File: src/rtl/bin_to_bcd_serial_if.sv
// Handshake bundle for the serial binary-to-BCD converter: one binary word
// in over in_valid/in_ready, BCD digits out over digit_valid/digit_ready.
interface bin_to_bcd_serial_if #(
    parameter int BIN_W  = 8,
    parameter int DIGITS = 3
);
    localparam int IDX_W = (DIGITS > 1) ? $clog2(DIGITS) : 1;

    logic             in_valid;
    logic             in_ready;
    logic [BIN_W-1:0] in_bin;
    logic             digit_valid;
    logic             digit_ready;
    logic [3:0]       digit_out;
    logic [IDX_W-1:0] digit_idx;
    logic             digit_last;
    logic             busy;

    // Converter side.
    modport slave (
        input  in_valid, in_bin, digit_ready,
        output in_ready, digit_valid, digit_out, digit_idx, digit_last, busy
    );

    // Producer / consumer side.
    modport master (
        output in_valid, in_bin, digit_ready,
        input  in_ready, digit_valid, digit_out, digit_idx, digit_last, busy
    );
endinterface

File: src/rtl/bin_to_bcd_serial.sv
// Sequential binary-to-BCD converter (shift-and-add-3, one iteration per
// clock). Accepts a word in IDLE, runs BIN_W iterations in SHIFT, then
// streams DIGITS BCD digits most-significant first in EMIT. All outputs are
// decoded from registers only. Supported BIN_W range is 1..62.
module bin_to_bcd_serial #(
    parameter int BIN_W  = 8,
    parameter int DIGITS = 3
) (
    input  logic               clk,
    input  logic               rst_n,
    bin_to_bcd_serial_if.slave bus
);
    localparam int IDX_W = (DIGITS > 1) ? $clog2(DIGITS) : 1;
    localparam int CNT_W = $clog2(BIN_W + 1);
    localparam int BCD_W = 4 * DIGITS;

    // True when DIGITS decimal digits can hold the largest BIN_W-bit value.
    function automatic bit range_ok();
        longint p    = 1;
        longint maxv = (longint'(1) << BIN_W) - 1;
        for (int i = 0; i < DIGITS; i++) begin
            if (p <= maxv) p = p * 10;
        end
        return p > maxv;
    endfunction

    if (BIN_W < 1 || BIN_W > 62 || DIGITS < 1 || !range_ok()) begin : g_param_check
        $error("bin_to_bcd_serial: DIGITS too small for BIN_W (need 10^DIGITS > 2^BIN_W-1)");
    end

    typedef enum logic [1:0] {
        IDLE  = 2'd0,
        SHIFT = 2'd1,
        EMIT  = 2'd2
    } state_t;

    state_t           state_q, state_d;
    logic [BIN_W-1:0] bin_q, bin_d;
    logic [BCD_W-1:0] bcd_q, bcd_d;
    logic [CNT_W-1:0] cnt_q, cnt_d;
    logic [IDX_W-1:0] idx_q, idx_d;
    logic [BCD_W-1:0] adj;
    logic [3:0]       dout;

    // State and datapath registers.
    // NOTE: sequential state uses non-blocking (<=) so every register samples
    // the pre-edge values; blocking here would create order-dependent races.
    // NOTE: every register is reset, not just the FSM state, so an aborted
    // conversion can never leak a stale digit after reset.
    always_ff @(posedge clk or negedge rst_n) begin
        if (!rst_n) begin
            state_q <= IDLE;
            bin_q   <= '0;
            bcd_q   <= '0;
            cnt_q   <= '0;
            idx_q   <= '0;
        end else begin
            state_q <= state_d;
            bin_q   <= bin_d;
            bcd_q   <= bcd_d;
            cnt_q   <= cnt_d;
            idx_q   <= idx_d;
        end
    end

    // Next-state and datapath update: accept, add-3/shift iterations, digit walk.
    // NOTE: every variable gets a default before the case so no path leaves
    // one unassigned, which would otherwise infer a latch.
    always_comb begin
        state_d = state_q;
        bin_d   = bin_q;
        bcd_d   = bcd_q;
        cnt_d   = cnt_q;
        idx_d   = idx_q;
        adj     = bcd_q;
        case (state_q)
            IDLE: begin
                if (bus.in_valid) begin
                    bin_d   = bus.in_bin;
                    bcd_d   = '0;
                    cnt_d   = CNT_W'(BIN_W);
                    state_d = SHIFT;
                end
            end
            SHIFT: begin
                for (int i = 0; i < DIGITS; i++) begin
                    if (bcd_q[4*i +: 4] >= 4'd5) adj[4*i +: 4] = bcd_q[4*i +: 4] + 4'd3;
                end
                {bcd_d, bin_d} = {adj, bin_q} << 1;
                cnt_d = cnt_q - CNT_W'(1);
                if (cnt_q == CNT_W'(1)) begin
                    idx_d   = IDX_W'(DIGITS - 1);
                    state_d = EMIT;
                end
            end
            EMIT: begin
                if (bus.digit_ready) begin
                    if (idx_q == '0) state_d = IDLE;
                    else             idx_d   = idx_q - IDX_W'(1);
                end
            end
            default: state_d = IDLE;
        endcase
    end

    // Select the BCD digit addressed by the current digit index.
    always_comb begin
        dout = 4'd0;
        for (int i = 0; i < DIGITS; i++) begin
            if (idx_q == IDX_W'(i)) dout = bcd_q[4*i +: 4];
        end
    end

    assign bus.in_ready    = (state_q == IDLE);
    assign bus.busy        = (state_q != IDLE);
    assign bus.digit_valid = (state_q == EMIT);
    assign bus.digit_out   = (state_q == EMIT) ? dout : 4'd0;
    assign bus.digit_idx   = idx_q;
    assign bus.digit_last  = (state_q == EMIT) && (idx_q == '0);
endmodule
File: src/flat_wrapper.sv
// flat-port wrapper written by rule: the top's interface ports become plain ports
module bin_to_bcd_serial_flat 
#(
    parameter int BIN_W  = 8,
    parameter int DIGITS = 3
)
  (clk, rst_n, bus_in_valid, bus_in_bin, bus_digit_ready, bus_in_ready, bus_digit_valid, bus_digit_out, bus_digit_idx, bus_digit_last, bus_busy);
  bin_to_bcd_serial_if #(.BIN_W(BIN_W), .DIGITS(DIGITS)) bus_i ();
  input  logic clk;
  input  logic rst_n;
  input wire logic [$bits(bus_i.in_valid)-1:0] bus_in_valid;
  input wire logic [$bits(bus_i.in_bin)-1:0] bus_in_bin;
  input wire logic [$bits(bus_i.digit_ready)-1:0] bus_digit_ready;
  output wire logic [$bits(bus_i.in_ready)-1:0] bus_in_ready;
  output wire logic [$bits(bus_i.digit_valid)-1:0] bus_digit_valid;
  output wire logic [$bits(bus_i.digit_out)-1:0] bus_digit_out;
  output wire logic [$bits(bus_i.digit_idx)-1:0] bus_digit_idx;
  output wire logic [$bits(bus_i.digit_last)-1:0] bus_digit_last;
  output wire logic [$bits(bus_i.busy)-1:0] bus_busy;
  assign bus_i.in_valid = bus_in_valid;
  assign bus_i.in_bin = bus_in_bin;
  assign bus_i.digit_ready = bus_digit_ready;
  assign bus_in_ready = bus_i.in_ready;
  assign bus_digit_valid = bus_i.digit_valid;
  assign bus_digit_out = bus_i.digit_out;
  assign bus_digit_idx = bus_i.digit_idx;
  assign bus_digit_last = bus_i.digit_last;
  assign bus_busy = bus_i.busy;
  bin_to_bcd_serial #(.BIN_W(BIN_W), .DIGITS(DIGITS)) u_core (.clk(clk), .rst_n(rst_n), .bus(bus_i));
endmodule
File: config.mk
export PLATFORM = sky130hd
export DESIGN_NAME = bin_to_bcd_serial_flat
export DESIGN_NICKNAME = d
export VERILOG_FILES = /design/src/rtl/bin_to_bcd_serial_if.sv /design/src/rtl/bin_to_bcd_serial.sv /design/src/flat_wrapper.sv
export SDC_FILE = /design/constraint.sdc
export NUM_CORES = 1
export LEC_CHECK = 0
export BUFFER_PORTS_ARGS = -buffer_cell sky130_fd_sc_hd__clkbuf_2
export CAP_MARGIN = 15
export CORE_UTILIZATION = 56
export CTS_CLUSTER_SIZE = 16
export DETAILED_ROUTE_END_ITERATION = 10
export PLACE_DENSITY = 0.87
export SETUP_SLACK_MARGIN = 0.15
export SLEW_MARGIN = 25
export SYNTH_ARGS = -nofsm -noshare
export SYNTH_HDL_FRONTEND = slang
export SYNTH_SLANG_ARGS = --single-unit
File: constraint.sdc
create_clock -name clk -period 2.2 [get_ports clk]
set_clock_uncertainty 0.2 [all_clocks]
set_input_delay 0.33 -clock clk [delete_from_list [all_inputs] [get_ports clk]]
set_output_delay 0.33 -clock clk [all_outputs]
set_load 0.005 [all_outputs]
==> metrics <==
logic gate share of total power 0.550; Sw Ratio 0.4353; largest net degree at the start of global routing 29; Psw 1161 uW; slowest cell delay on critical path 0.43 ns; DRT Pass-1 Iters 4; CP max-delay cell dfrtp_1; power share of the sequential group 0.353; Pint 1506 uW; IO Pins 22; static leakage 0.0008521 uW; Clock power frac 0.097; minimum clock period 2.168 ns; post-synthesis mux area share 0.01408; fillers 200; Final WS setup 0.03153 ns; Vias per Instance 6.000; Commonest cells post-synth dfrtp_1, nand2_1, o21ai_0; max-cap violations 0; outcome finished clean; CP arrival 1.64 ns; insertion delay to the later sink of the worst-skew pair 0.34 ns; routed vias 1386; data required time of the worst path 1.67 ns; cell breakdown of the critical path buf_6 -> ha_4 -> nand3b_1 -> a21oi_2 -> a21oi_2 -> nor2_1 -> buf_2; die height 55.44 um; routing usage on met3 0.03279; Post-Synth Adder-Cell Area 0.08607; Die X 55.44 um; final setup violating endpoints 0; worst hold path type input pin to flip-flop; Hold Vio Cnt, Final 0; DPL Wire Length 2403 um; H-tree levels 1; Cells after DPL 218; num rows 19; largest family of logic cells by synthesized area compound AO/OA/AOI/OAI gates; CP startpoint kind flip-flop; Bufs and invs on worst path 2; Pins Over Slew Limit 0; die area 0.003073 mm^2; vias in the first global route 1322; GRT Util Overall 0.2402; Seq cells post-synth 28; worst slew pin tran 0.6865 ns; worst hold margin 0.02508 ns; Clock Tree Root clkbuf_4; Initial Util 0.5849; Reg clk slew, reported paths 0.15 ns; TNS Setup 0 ns; main area contributors after synthesis dfrtp_1, ha_1, o21ai_0, nand2_1, a22oi_1; Synth Cell Area 0.001599 mm^2; GR met2 Demand/Resource 0.3976; met1 Use GR 0.3251; share of Yosys cell area claimed by the top area cell type 0.4382; CTS buffer count 3; crit path kind flip-flop to primary output; CP max FO 8; period utilization 0.9857; CP dominant cell by count a21oi_2; ant diodes 0; syn avg cell area 9.351 um^2; core area 0.002734 mm^2; number of flops mapped to enable cells by yosys 0; Slew Limit Headroom 0.5423; most common cell in the netlist dfrtp_1; Most used DFF post-synth dfrtp_1; Finished Core Util 0.6943; fmax 461.2 MHz; simple-gate portion of the synthesized area 0.1502; share of post-route cells with drive strength above 1 0.2950; total gr overflow 0; global-route wire length before repair 5954 um; CP Capture Type primary output; Mapped Cells 171; critical path's top delay family flip-flops; clk sink count 28; antenna violations before repair 0; number of distinct library cells after synthesis 36; Placer Congestion 0.8875; antenna-violating nets left 0; CTS tree done; Area Growth Syn to Fin 18.70%; Max clock buf depth 2; Worst VDD drop 1.146 mV; syn_nets 194; XOR/XNOR share of the synthesized area 0.02739; Nets 224; unrepaired setup endpoints after global routing true; Post-synth ARST share 1.000; Avg WL per Cell 15.29 um; DRC Markers 0; Synth Area in Compound Gates 0.2230; Power per Cell Area 1405 mW/mm^2; post-synth top area cell dfrtp_1; Ys Warns 0; Final Routed Wirelength 3532 um; grt peak-use layer met2; port bufs 21; pre-CTS WS 0.1852 ns; register area share after synthesis 0.4382; Initial DRC Count 61; Final Non-Filler Cells 231
## routing by layer
metal	up-vias	share of wire
li1	665	-
met1	670	0.43
met2	46	0.51
met3	5	0.045
met4	0	0.011
met5	-	0
## path summary, 6_finish.rpt
kind                       depth (start not counted)  slack (ns)                       to               startpoint
setup / recovery                                   7        0.03         bus_digit_out[2]  u_core.bus.digit_idx[0]
hold / removal                                     2        0.03          u_core.bin_q[0]            bus_in_bin[0]
setup reg to reg                                   8        0.34  u_core.bus.digit_idx[0]  u_core.bus.digit_idx[0]
hold reg to reg                                    2        0.30          u_core.bin_q[7]          u_core.bin_q[7]
max in group asynchronous                          2        0.99        u_core.state_q[1]                    rst_n
min in group asynchronous                          2        0.34         u_core.bcd_q[11]                    rst_n
## cell usage in the layout, fill, tap and decap left out, types with 2 or more instances in the layout
cell       n
nand2_2    2
mux2_2     2
clkbuf_4   3
buf_4     11
nand2b_1   4
a21oi_1    8
inv_1     10
xnor2_1    4
nor2_1     8
ha_1       8
nor2b_1    2
a21oi_2    2
nand3_1    4
a211oi_2   2
ha_4       3
dfrtp_2    2
clkbuf_2  18
inv_2      3
o22ai_1    5
o31ai_1    4
a22oi_1    7
o311ai_1   3
o21ai_0   15
a32o_1     4
o21ai_2    2
nand3b_1   2
dfrtp_1   26
nand2_1   19
buf_2      3
## metrics by stage
step | cell area [um^2] | power [uW]
6_report | 1898 | 2666
5_1_grt | 1898 | 2894
4_1_cts | 1842 | 2561
3_5_place_dp | 1724 | 2218
3_3_place_gp | 1724 | 2132
2_1_floorplan | 1599 | 1906
## flip-flops by register name (all words and copies together) (netlist names)
register / count
u_core.bcd_q: 12
u_core.bin_q: 8
u_core.bus.digit_idx: 2
u_core.cnt_q: 4
u_core.state_q: 2
## power by group through the flow
stage / sequential [uW] / combinational, uW / clock [uW]
finish: 942 / 1470 / 258
global route: 975 / 1640 / 277
CTS: 932 / 1370 / 259
detailed placement: 947 / 1270 / 0
global placement: 935 / 1200 / 0
floorplan: 882 / 1020 / 0
## cells by family (layout without fill, tap and decap cells)
group	Yosys count	after routing
adder cells (fa/ha/maj)	11	11
multiplexers	2	2
AO/OA/AOI/OAI	55	55
AND/OR/NAND/NOR	48	48
XOR/XNOR	5	5
buffers and inverters	22	51
flip-flops	28	28
## what timing repair did
action	4_1_cts	5_1_grt
setup endpoints to repair	5	5
buffers inserted	5	3
hold endpoints to repair	28	0
gates resized for setup	10	12
hold buffers	1	0
pin swaps	7	8
## layout make-up
cell class / count / area [um^2] / area share
sequential: 28 / 703.2 / 0.3705
timing repair buffer: 34 / 209.0 / 0.1101
inverter: 13 / 48.80 / 0.02571
clock buffer: 4 / 36.28 / 0.01912
tap: 31 / 38.79 / 0.02044
multi-input combinational: 121 / 862.1 / 0.4542
Note: power is estimated with default switching activity, not from simulation.
